## config.mk

```make
export PLATFORM = sky130hd
export DESIGN_NAME = fetch_unit_flat
export DESIGN_NICKNAME = d
export VERILOG_FILES = /design/src/rtl/fetch_unit_if.sv /design/src/rtl/fetch_unit.sv /design/src/flat_wrapper.sv
export SDC_FILE = /design/constraint.sdc
export NUM_CORES = 1
export LEC_CHECK = 0
export CORE_ASPECT_RATIO = 1.25
export CORE_UTILIZATION = 49
export CTS_CLUSTER_DIAMETER = 150
export DETAILED_ROUTE_END_ITERATION = 10
export GPL_TIMING_DRIVEN = 0
export PLACE_DENSITY = 0.85
export SLEW_MARGIN = 0
export SYNTH_ARGS = -nofsm -noshare
export SYNTH_HDL_FRONTEND = slang
export SYNTH_SLANG_ARGS = --single-unit
```

## constraint.sdc

```tcl
create_clock -name clk -period 5.2 [get_ports clk]
set_input_delay 0.52 -clock clk [delete_from_list [all_inputs] [get_ports clk]]
set_output_delay 0.52 -clock clk [all_outputs]
set_load 0.05 [all_outputs]
```

## src/rtl/fetch_unit_if.sv

```systemverilog
// Fetch-stage bus bundle: ROM read port, redirect/halt controls and the decode handshake.
// The master modport is the fetch unit's view; slave is the surrounding ROM/decode/execute.
interface fetch_unit_if #(
    parameter int ADDR_WIDTH = 16,
    parameter int DATA_WIDTH = 16
);
    logic                  imem_read_en;
    logic [ADDR_WIDTH-1:0] imem_addr;
    logic [DATA_WIDTH-1:0] imem_instruct;
    logic                  redirect_valid;
    logic [ADDR_WIDTH-1:0] redirect_pc;
    logic                  halt;
    logic                  out_valid;
    logic                  out_ready;
    logic [DATA_WIDTH-1:0] out_instr;
    logic [ADDR_WIDTH-1:0] out_pc;

    modport master (
        output imem_read_en, imem_addr, out_valid, out_instr, out_pc,
        input  imem_instruct, redirect_valid, redirect_pc, halt, out_ready
    );

    modport slave (
        input  imem_read_en, imem_addr, out_valid, out_instr, out_pc,
        output imem_instruct, redirect_valid, redirect_pc, halt, out_ready
    );
endinterface

```

## src/rtl/fetch_unit.sv

```systemverilog
// Instruction fetch stage: owns the PC, issues ROM reads, pairs ROM words with their PC.
// Optional macro FETCH_SKID_EN: registered decode outputs backed by a 2-entry skid buffer.
module fetch_unit #(
    parameter int                    ADDR_WIDTH = 16,
    parameter int                    DATA_WIDTH = 16,
    parameter logic [ADDR_WIDTH-1:0] RESET_PC   = '0
) (
    input logic          clk,
    input logic          rst,
    fetch_unit_if.master bus
);
    typedef enum logic [1:0] {BOOT, RUN, HALTED} state_e;

    state_e                state_q, state_d;
    logic [ADDR_WIDTH-1:0] pc_q, pc_d;
    logic                  respValid_q, respValid_d;
    logic [ADDR_WIDTH-1:0] respPc_q, respPc_d;
    logic                  readEn;
    logic [ADDR_WIDTH-1:0] readAddr;
    logic                  slotFree;
    logic                  drainResp;

`ifdef FETCH_SKID_EN
    logic [DATA_WIDTH-1:0] skidInstr_q [2];
    logic [DATA_WIDTH-1:0] skidInstr_d [2];
    logic [ADDR_WIDTH-1:0] skidPc_q [2];
    logic [ADDR_WIDTH-1:0] skidPc_d [2];
    logic [1:0]            skidCount_q, skidCount_d;
    logic                  outValid_q, outValid_d;
    logic [DATA_WIDTH-1:0] outInstr_q, outInstr_d;
    logic [ADDR_WIDTH-1:0] outPc_q, outPc_d;
    logic                  outLoad;

    // The in-flight word always lands in the skid, so reserve its entry before issuing again.
    assign slotFree  = ({1'b0, skidCount_q} + {2'b00, respValid_q}) < 3'd2;
    assign drainResp = 1'b1;
`else
    assign slotFree  = !respValid_q || bus.out_ready;
    assign drainResp = bus.out_ready;
`endif

    always_ff @(posedge clk) begin
        if (rst) begin
            state_q     <= BOOT;
            pc_q        <= RESET_PC;
            respValid_q <= 1'b0;
            respPc_q    <= '0;
        end else begin
            state_q     <= state_d;
            pc_q        <= pc_d;
            respValid_q <= respValid_d;
            respPc_q    <= respPc_d;
        end
    end

    always_comb begin
        state_d     = state_q;
        pc_d        = pc_q;
        respValid_d = respValid_q && !drainResp;
        respPc_d    = respPc_q;
        readEn      = 1'b0;
        readAddr    = pc_q;

        case (state_q)
            BOOT: begin
                state_d = bus.halt ? HALTED : RUN;
            end
            RUN: begin
                if (!bus.halt && slotFree) begin
                    readEn      = 1'b1;
                    respPc_d    = pc_q;
                    respValid_d = 1'b1;
                    pc_d        = pc_q + 1'b1;
                end
                state_d = bus.halt ? HALTED : RUN;
            end
            HALTED: begin
                state_d = bus.halt ? HALTED : RUN;
            end
            default: begin
                state_d = BOOT;
            end
        endcase

        // A redirect flushes the in-flight word and, if fetch is live, reads the target at once.
        if (bus.redirect_valid) begin
            readEn      = 1'b0;
            readAddr    = pc_q;
            respValid_d = 1'b0;
            pc_d        = bus.redirect_pc;
            if (state_q == RUN && !bus.halt) begin
                readEn      = 1'b1;
                readAddr    = bus.redirect_pc;
                respPc_d    = bus.redirect_pc;
                respValid_d = 1'b1;
                pc_d        = bus.redirect_pc + 1'b1;
            end
        end
    end

    assign bus.imem_read_en = readEn && !rst;
    assign bus.imem_addr    = rst ? '0 : readAddr;

`ifdef FETCH_SKID_EN
    always_ff @(posedge clk) begin
        if (rst) begin
            skidInstr_q <= '{default: '0};
            skidPc_q    <= '{default: '0};
            skidCount_q <= '0;
            outValid_q  <= 1'b0;
            outInstr_q  <= '0;
            outPc_q     <= '0;
        end else begin
            skidInstr_q <= skidInstr_d;
            skidPc_q    <= skidPc_d;
            skidCount_q <= skidCount_d;
            outValid_q  <= outValid_d;
            outInstr_q  <= outInstr_d;
            outPc_q     <= outPc_d;
        end
    end

    always_comb begin
        skidInstr_d = skidInstr_q;
        skidPc_d    = skidPc_q;
        skidCount_d = skidCount_q;
        outValid_d  = outValid_q;
        outInstr_d  = outInstr_q;
        outPc_d     = outPc_q;
        outLoad     = !outValid_q || bus.out_ready;

        if (outLoad) begin
            outValid_d = 1'b0;
            outInstr_d = '0;
            outPc_d    = '0;
            if (skidCount_q != 2'd0) begin
                outValid_d     = 1'b1;
                outInstr_d     = skidInstr_q[0];
                outPc_d        = skidPc_q[0];
                skidInstr_d[0] = skidInstr_q[1];
                skidPc_d[0]    = skidPc_q[1];
                skidCount_d    = skidCount_q - 2'd1;
            end else if (respValid_q) begin
                outValid_d = 1'b1;
                outInstr_d = bus.imem_instruct;
                outPc_d    = respPc_q;
            end
        end

        // Queue the arriving word unless it went straight into the output register.
        if (respValid_q && !(outLoad && skidCount_q == 2'd0)) begin
            skidInstr_d[skidCount_d[0]] = bus.imem_instruct;
            skidPc_d[skidCount_d[0]]    = respPc_q;
            skidCount_d                 = skidCount_d + 2'd1;
        end

        if (bus.redirect_valid) begin
            skidCount_d = '0;
            outValid_d  = 1'b0;
            outInstr_d  = '0;
            outPc_d     = '0;
        end
    end

    assign bus.out_valid = outValid_q && !rst;
    assign bus.out_instr = (outValid_q && !rst) ? outInstr_q : '0;
    assign bus.out_pc    = (outValid_q && !rst) ? outPc_q : '0;
`else
    logic outValid;

    // The ROM holds its output while read_en is low, so a stalled word stays on imem_instruct.
    assign outValid      = respValid_q && !bus.redirect_valid && !rst;
    assign bus.out_valid = outValid;
    assign bus.out_instr = outValid ? bus.imem_instruct : '0;
    assign bus.out_pc    = outValid ? respPc_q : '0;
`endif
endmodule

```

## src/flat_wrapper.sv

```systemverilog
// flat-port wrapper written by rule: the top's interface ports become plain ports
module fetch_unit_flat 
#(
    parameter int                    ADDR_WIDTH = 16,
    parameter int                    DATA_WIDTH = 16,
    parameter logic [ADDR_WIDTH-1:0] RESET_PC   = '0
)
  (clk, rst, bus_imem_read_en, bus_imem_addr, bus_out_valid, bus_out_instr, bus_out_pc, bus_imem_instruct, bus_redirect_valid, bus_redirect_pc, bus_halt, bus_out_ready);
  fetch_unit_if #(.ADDR_WIDTH(ADDR_WIDTH), .DATA_WIDTH(DATA_WIDTH)) bus_i ();
  input logic clk;
  input logic rst;
  output wire logic [$bits(bus_i.imem_read_en)-1:0] bus_imem_read_en;
  output wire logic [$bits(bus_i.imem_addr)-1:0] bus_imem_addr;
  output wire logic [$bits(bus_i.out_valid)-1:0] bus_out_valid;
  output wire logic [$bits(bus_i.out_instr)-1:0] bus_out_instr;
  output wire logic [$bits(bus_i.out_pc)-1:0] bus_out_pc;
  input wire logic [$bits(bus_i.imem_instruct)-1:0] bus_imem_instruct;
  input wire logic [$bits(bus_i.redirect_valid)-1:0] bus_redirect_valid;
  input wire logic [$bits(bus_i.redirect_pc)-1:0] bus_redirect_pc;
  input wire logic [$bits(bus_i.halt)-1:0] bus_halt;
  input wire logic [$bits(bus_i.out_ready)-1:0] bus_out_ready;
  assign bus_imem_read_en = bus_i.imem_read_en;
  assign bus_imem_addr = bus_i.imem_addr;
  assign bus_out_valid = bus_i.out_valid;
  assign bus_out_instr = bus_i.out_instr;
  assign bus_out_pc = bus_i.out_pc;
  assign bus_i.imem_instruct = bus_imem_instruct;
  assign bus_i.redirect_valid = bus_redirect_valid;
  assign bus_i.redirect_pc = bus_redirect_pc;
  assign bus_i.halt = bus_halt;
  assign bus_i.out_ready = bus_out_ready;
  fetch_unit #(.ADDR_WIDTH(ADDR_WIDTH), .DATA_WIDTH(DATA_WIDTH), .RESET_PC(RESET_PC)) u_core (.clk(clk), .rst(rst), .bus(bus_i));
endmodule
```

==> results of run 1 <==
==> layout by cell type (no fill, tap or decap), types with 2 or more instances in the layout <==
master and n:
a211oi_1 3, a211oi_2 2, a21oi_1 35, a31oi_1 2, and2_1 4, and3_1 37
and4_1 4, buf_1 3, buf_2 2, buf_4 3, clkbuf_1 17, clkbuf_8 7
clkdlybuf4s50_1 85, dfxtp_1 35, ha_1 2, inv_1 4, mux2_2 17, mux2i_1 2
nand2_1 59, nand2b_1 2, nand3_1 5, nand4_1 10, nor2_1 13, nor2_2 2
nor2b_1 3, nor3_1 4, o211ai_1 3, o22ai_1 7, or4_1 2, xnor2_1 15
xor2_1 10
==> sequential cells by signal, indices dropped and copies added, names as in the netlist <==
register / flops
u_core.pc_q: 16
u_core.respPc_q: 16
u_core.state_q: 2
u_core.respValid_q: 1
==> critical path: cells and delay by family <==
family / cells / cell delay [ps]
buffers and inverters: 4 / 1750
AND/OR/NAND/NOR: 3 / 690
AO/OA/AOI/OAI: 1 / 200
==> final timing paths <==
check / to / startpoint / cells past startpoint / slack [ps]
max: bus_imem_addr[14] / bus_halt / 8 / 1510
min: u_core.pc_q[1]$_SDFFE_PP0P_ / u_core.pc_q[1]$_SDFFE_PP0P_ / 2 / 570
max reg2reg: u_core.pc_q[14]$_SDFFE_PP0P_ / u_core.pc_q[6]$_SDFFE_PP0P_ / 6 / 3160
min reg2reg: u_core.pc_q[1]$_SDFFE_PP0P_ / u_core.pc_q[1]$_SDFFE_PP0P_ / 2 / 570
==> cell usage after synthesis (2+ instances only) <==
master     n  share of area (%)
a211oi_1   3               0.93
a211oi_2   2                1.0
a21oi_1   35                7.2
a31oi_1    2               0.52
and2_1     4                1.0
and3_1    37                9.5
and4_1     4                1.4
buf_1      3               0.46
buf_2      2               0.41
buf_4      3               0.93
clkbuf_1  16                2.5
dfxtp_1   35                 29
ha_1       2                1.0
inv_1      4               0.62
mux2_2    17                7.9
mux2i_1    2               0.82
nand2_1   59                9.1
nand2b_1   2               0.52
nand3_1    5                1.0
nand4_1   10                2.6
nor2_1    13                2.0
nor2_2     2               0.52
nor2b_1    3               0.77
nor3_1     4               0.82
o211ai_1   3               0.93
o22ai_1    7                1.8
or4_1      2               0.62
xnor2_1   15                5.4
xor2_1    10                3.6
==> cell type report <==
class / instances / area [µm²]
plain buffers: 24 / 104
clock buffers: 8 / 100
fillers: 426 / 1310
inverters: 4 / 15.0
multi-input cells: 254 / 1610
flip-flops and latches: 35 / 701
well taps: 60 / 75.1
repair buffers: 85 / 851
==> through the flow <==
step           hold slack (ps)  utilization, %  cells  area, µm²
6_report                   569            72.5    470       3450
5_1_grt                    589            72.5    470       3450
4_1_cts                    565            72.5    470       3450
3_5_place_dp               557            70.4    462       3350
3_3_place_gp               546            70.4    462       3350
2_1_floorplan              520               -    317       2430
==> cell families (layout without fill, tap and decap cells) <==
logic type | Yosys count | count (layout)
buffers and inverters | 28 | 121
multiplexers | 19 | 19
flip-flops | 35 | 35
AND/OR/NAND/NOR | 153 | 153
AO/OA/AOI/OAI | 55 | 55
XOR/XNOR | 25 | 25
adder cells (fa/ha/maj) | 2 | 2
==> where the power goes <==
part / switching, mW / total, mW / internal (mW)
Clock: 0.101 / 0.222 / 0.121
Sequential: 0.0163 / 0.297 / 0.281
Combinational: 0.0851 / 0.152 / 0.0670
Total: 0.202 / 0.671 / 0.469
==> layer usage <==
metal	GRT usage, %	vias up	share of wire, %
li1	-	1300	-
met1	29.7	1230	37
met2	54.9	153	49
met3	6.53	35	8.3
met4	16.0	0	4.8
met5	0	-	0
==> out/qor.csv, run 1 <==
stage,metric,value,unit
critical_path,crit_path_start_kind,primary input,
critical_path,path_cells,clkdlybuf4s50_1 > or3b_1 > buf_4 > nor2_2 > buf_2 > nand2_1 > a21oi_1 > clkdlybuf4s50_1,
synth,synthArstFlopShare,0,%
global_routing,antenna_found_initial,0,
detailed_routing,viasPerCell,5.78,
clock_network,clk_latency,290,ps
synth,synth_edf_count,0,
min_path,min_path_type,reg2reg,
sta,fin_crit,3690,ps
synth,ys_seq_elements,35,
sta,setup_violations,0,
die,placementRows,28,
synth,synth_cell_types,40,
pwr,leakagePower,1.34,nW
die,start_util,50.9,%
synth,synth-seq-area-share,28.9,%
critical_path,worst_path_largest_cell_delay,840,ps
synth,synthFlopType,dfxtp_1,
run,maxCapViolCount,0,
die,ioPinCount,87,
global_routing,grt_pass1_vias,2576,
synth,synthAdderAreaFrac,1.03,%
global_routing,grt_pass1_wl,11900,µm
detailed_routing,wl,7600,µm
pwr,p_per_area,194,nW/µm²
sta,drv_slew,0,
detailed_routing,ant_nets,0,
critical_path,crit_top_cell,clkdlybuf4s50_1,
critical_path,cp-end-kind,primary output,
clock_network,cts_buffer_depth,2,
final_layout,syn_to_final_growth,42.3,%
die,dieHeight,80.7,µm
place,pre_cts_slack,1540,ps
sta,worst_pin_slew,685,ps
sta,layout_setup_ws,1510,ps
clock_network,cts_sinks,35,
sta,rsz0062_at_grt,no,
place,hpwl,5720,µm
detailed_routing,wire_per_inst,16.2,µm
final_layout,drive_above_1_share,9.76,%
place,finalWeightedCongestion,0.925,
detailed_routing,dr.pass1.iters,4,
synth,syn-mean-instance-area,7.66,µm²
die,dieWidth,65.0,µm
detailed_routing,num_vias,2718,
clock_network,cts-resized-gates,0,
detailed_routing,drcViolationCount,0,
pwr,ir_worst_vdd,0.161,mV
sta,fin_crit_sh,70.9,%
clock_network,cts.htree.levels,2,
synth,synth.area.mux_share,8.71,%
critical_path,cp.arrival,3170,ps
global_routing,overflow,0,
sta,relSlewSlack,54.2,%
sta,max_clock_freq,271,MHz
synth,postSynthCellCount,317,
final_layout,n_antenna_cell,0,
synth,synth-compound-area-share,13.6,%
sta,hold_viol_final,0,
place,portBuffers,85,
sta,fin_setup_tns,0,ps
synth,ys.warnings.count,0,
clock_network,cts_setup_buffers,0,
clock_network,root_buffer,clkbuf_8,
synth,synth_nets,356,
final_layout,nNetsFinal,448,
global_routing,grt_usage,29.4,%
synth,synth_top_family_by_area,simple AND/OR/NAND/NOR gates,
clock_network,clk_pin_slew_worst_paths,70,ps
status,status,"finished, final reports clean",
synth,synth-simple-area-share,33.9,%
synth,syn_area,2430,µm²
sta,fin_skew,7.75,ps
die,dieArea,5240,µm²
critical_path,critPathSlowestCell,clkdlybuf4s50_1,
detailed_routing,drtIter0Drc,134,
clock_network,holdBufCountCts,0,
synth,yosys.area_share.xor_xnor,9.02,%
clock_network,cts-buffers-inserted,5,
pwr,power,671,µW
critical_path,critPathRequiredTime,4680,ps
clock_network,tritoncts,done,
critical_path,crit_type,in2out,
global_routing,grt_max_degree,11,
die,core_area,4760,µm²
critical_path,cp_max_fo,10,
No activity file was read; power rests on OpenSTA's default activity.
==> inputs of run 2 (changes only) <==
Settings changed: CORE_UTILIZATION 49 to 45, PLACE_DENSITY 0.85 to 0.79.
Clock period 5.2 ns to 3.74 ns, I/O delays scaled along.
==> run 2 against run 1 <==
Net effect: register-to-register slack worse by 1400 ps; non-clock buffer count stayed put; power is 34% higher; cell area is 0.47% lower; critical path type unchanged; critical endpoint unchanged; highest routed layer unchanged.
==> out/qor.csv, run 2 (synthesis results as in run 1) <==
stage,metric,value,unit,change
clock_network,cts-resized-gates,0,,unchanged
final_layout,n_antenna_cell,0,,unchanged
detailed_routing,wire_per_inst,16.1,µm,was 16.2 µm
die,dieArea,5690,µm²,was 5240 µm²
status,status,"finished, final reports clean",,unchanged
final_layout,regArea,701,µm²,unchanged
sta,setup_violations,0,,unchanged
critical_path,critPathSlowestCell,clkdlybuf4s50_1,,unchanged
pwr,p_seq_share,46.1,%,was 44.3%
place,finalWeightedCongestion,0.905,,was 0.925
final_layout,top_regs,"u_core.pc_q: 16 flops, u_core.respPc_q: 16 flops, u_core.state_q: 2 flops",,unchanged
clock_network,cts_buffer_depth,2,,unchanged
detailed_routing,viasPerCell,5.72,,was 5.78
min_path,min_path_type,in2reg,,was reg2reg
final_layout,finalNonFillerCells,472,,was 470
final_layout,drive_above_1_share,9.51,%,was 9.76%
die,ioPinCount,87,,unchanged
critical_path,crit_path_start_kind,primary input,,unchanged
critical_path,path_cells,clkdlybuf4s50_1 > or3b_1 > buf_4 > nor2_2 > buf_2 > nand2_1 > a21oi_1 > clkdlybuf4s50_1,,unchanged
detailed_routing,wl,7590,µm,was 7600 µm
clock_network,cts-buffers-inserted,5,,unchanged
sta,max_clock_freq,295,MHz,
sta,worst_pin_slew,671,ps,was 685 ps
detailed_routing,ant_nets,0,,unchanged
clock_network,cts_sinks,35,,unchanged
sta,fin_crit,3390,ps,
global_routing,grt_usage,27.6,%,was 29.4%
pwr,p_per_area,261,nW/µm²,was 194 nW/µm²
critical_path,critPathRequiredTime,3370,ps,was 4680 ps
final_layout,layout_common_cells,"85 x clkdlybuf4s50_1, 59 x nand2_1, 37 x and3_1",,unchanged
global_routing,grt_max_degree,11,,unchanged
clock_network,clk_latency,300,ps,was 290 ps
final_layout,nNetsFinal,448,,unchanged
detailed_routing,num_vias,2700,,was 2718
global_routing,grt_pass1_vias,2583,,was 2576
pwr,p_sw,283,µW,was 202 µW
critical_path,crit_top_cell,clkdlybuf4s50_1,,unchanged
detailed_routing,drcViolationCount,0,,unchanged
clock_network,tritoncts,done,,unchanged
pwr,pwr-share-clk,30.5,%,was 33.1%
critical_path,reg2reg_from,u_core.pc_q[6]$_SDFFE_PP0P_,,unchanged
sta,fin_crit_sh,90.8,%,
pwr,ir_worst_vdd,0.182,mV,was 0.161 mV
global_routing,overflow,0,,unchanged
pwr,p_comb_share,23.4,%,was 22.7%
die,start_util,47.4,%,was 50.9%
sta,fin_setup_tns,0,ps,unchanged
die,dieHeight,84.1,µm,was 80.7 µm
critical_path,cp.arrival,3020,ps,was 3170 ps
place,hpwl,5830,µm,was 5720 µm
critical_path,setup.worst_path.start,bus_halt,,unchanged
final_layout,fin_util,67.2,%,was 72.5%
critical_path,cp-end-kind,primary output,,unchanged
min_path,min_from,rst,,was u_core.pc_q[1]$_SDFFE_PP0P_
sta,rsz0062_at_grt,no,,unchanged
clock_network,cts.htree.levels,2,,unchanged
final_layout,nFillCells,493,,was 426
critical_path,cp_max_fo,10,,unchanged
place,portBuffers,85,,unchanged
critical_path,worst_path_largest_cell_delay,850,ps,was 840 ps
pwr,power.internal,615,µW,was 469 µW
clock_network,holdBufCountCts,0,,unchanged
pwr,leakagePower,1.33,nW,was 1.34 nW
sta,relSlewSlack,55.1,%,was 54.2%
clock_network,root_buffer,clkbuf_8,,unchanged
global_routing,antenna_found_initial,0,,unchanged
die,core_area,5120,µm²,was 4760 µm²
sta,fin_skew,13.6,ps,was 7.75 ps
pwr,switching_share,31.5,%,was 30.1%
clock_network,cts_setup_buffers,0,,unchanged
final_layout,multiInputGateArea,1610,µm²,unchanged
global_routing,grt_pass1_wl,11900,µm,about the same
critical_path,crit_type,in2out,,unchanged
place,placed_cells,464,,was 462
clock_network,clk_pin_slew_worst_paths,60,ps,was 70 ps
detailed_routing,dr.pass1.iters,4,,unchanged
final_layout,final_common_cell,clkdlybuf4s50_1,,unchanged
sta,hold_viol_final,0,,unchanged
die,dieWidth,67.7,µm,was 65.0 µm
die,placementRows,29,,was 28
final_layout,syn_to_final_growth,41.6,%,was 42.3%
run,maxCapViolCount,0,,unchanged
detailed_routing,drtIter0Drc,106,,was 134
sta,drv_slew,0,,unchanged
==> run 2: cell count changes in the layout (fill, tap and decap cells not counted), sizes merged <==
| cell | previous run | this run |
|---|---|---|
| clkinv | 0 | 1 |
| clkbuf | 24 | 23 |
==> run 2: power groups by stage <==
stage,combinational (mW),sequential (mW),clock (mW)
floorplan,0.122,0.412,0
global placement,0.206,0.420,0
detailed placement,0.209,0.421,0
CTS,0.210,0.413,0.274
global route,0.225,0.415,0.291
finish,0.210,0.414,0.274
==> run 2: path summary, 6_finish.rpt <==
kind	end	slack, ps	cells after the start
worst min register to register	u_core.pc_q[1]$_SDFFE_PP0P_	570	2
worst min-delay path	u_core.respValid_q$_SDFF_PP0_	540	2
worst max-delay path	bus_imem_addr[14]	350	8
worst max register to register	u_core.pc_q[14]$_SDFFE_PP0P_	1730	6
==> run 2: layer usage <==
metal	vias up	GRT usage, %	share of wire [%]
met5	-	0	0
met4	0	14.9	4.1
met3	34	5.60	8.0
met2	141	49.1	51
met1	1224	29.2	37
li1	1301	-	-
==> run 2: final cells by class <==
type	instances	share of cell area, %
Tap cell	62	2.26
Inverter	4	0.437
Timing Repair Buffer	85	24.8
Clock buffer	7	2.22
Clock inverter	1	0.146
Multi-Input combinational cell	254	46.8
Buffer	24	3.02
Sequential cell	35	20.4
==> run 2: stage by stage <==
| step | instance area (µm²) | worst slack (ps) | hold slack [ps] | power, mW |
|---|---|---|---|---|
| 3_3_place_gp | 3360 | 379 | 546 | 0.626 |
| 4_1_cts | 3440 | 366 | 519 | 0.897 |
| 5_1_grt | 3440 | 210 | 568 | 0.931 |
| 6_report | 3440 | 345 | 536 | 0.898 |
| 2_1_floorplan | 2430 | 1250 | 446 | 0.535 |
| 3_5_place_dp | 3360 | 371 | 567 | 0.630 |
==> run 2: worst max-delay path: cells and delay by family <==
kind / cells / cell delay [ps]
AO/OA/AOI/OAI: 1 / 190
AND/OR/NAND/NOR: 3 / 690
buffers and inverters: 4 / 1760
==> inputs of run 3 (changes only) <==
Settings changed: SKIP_CTS_REPAIR_TIMING set to 1.
==> results of run 3 <==
The final DEF is identical to that of run 2; final timing and power are the same.
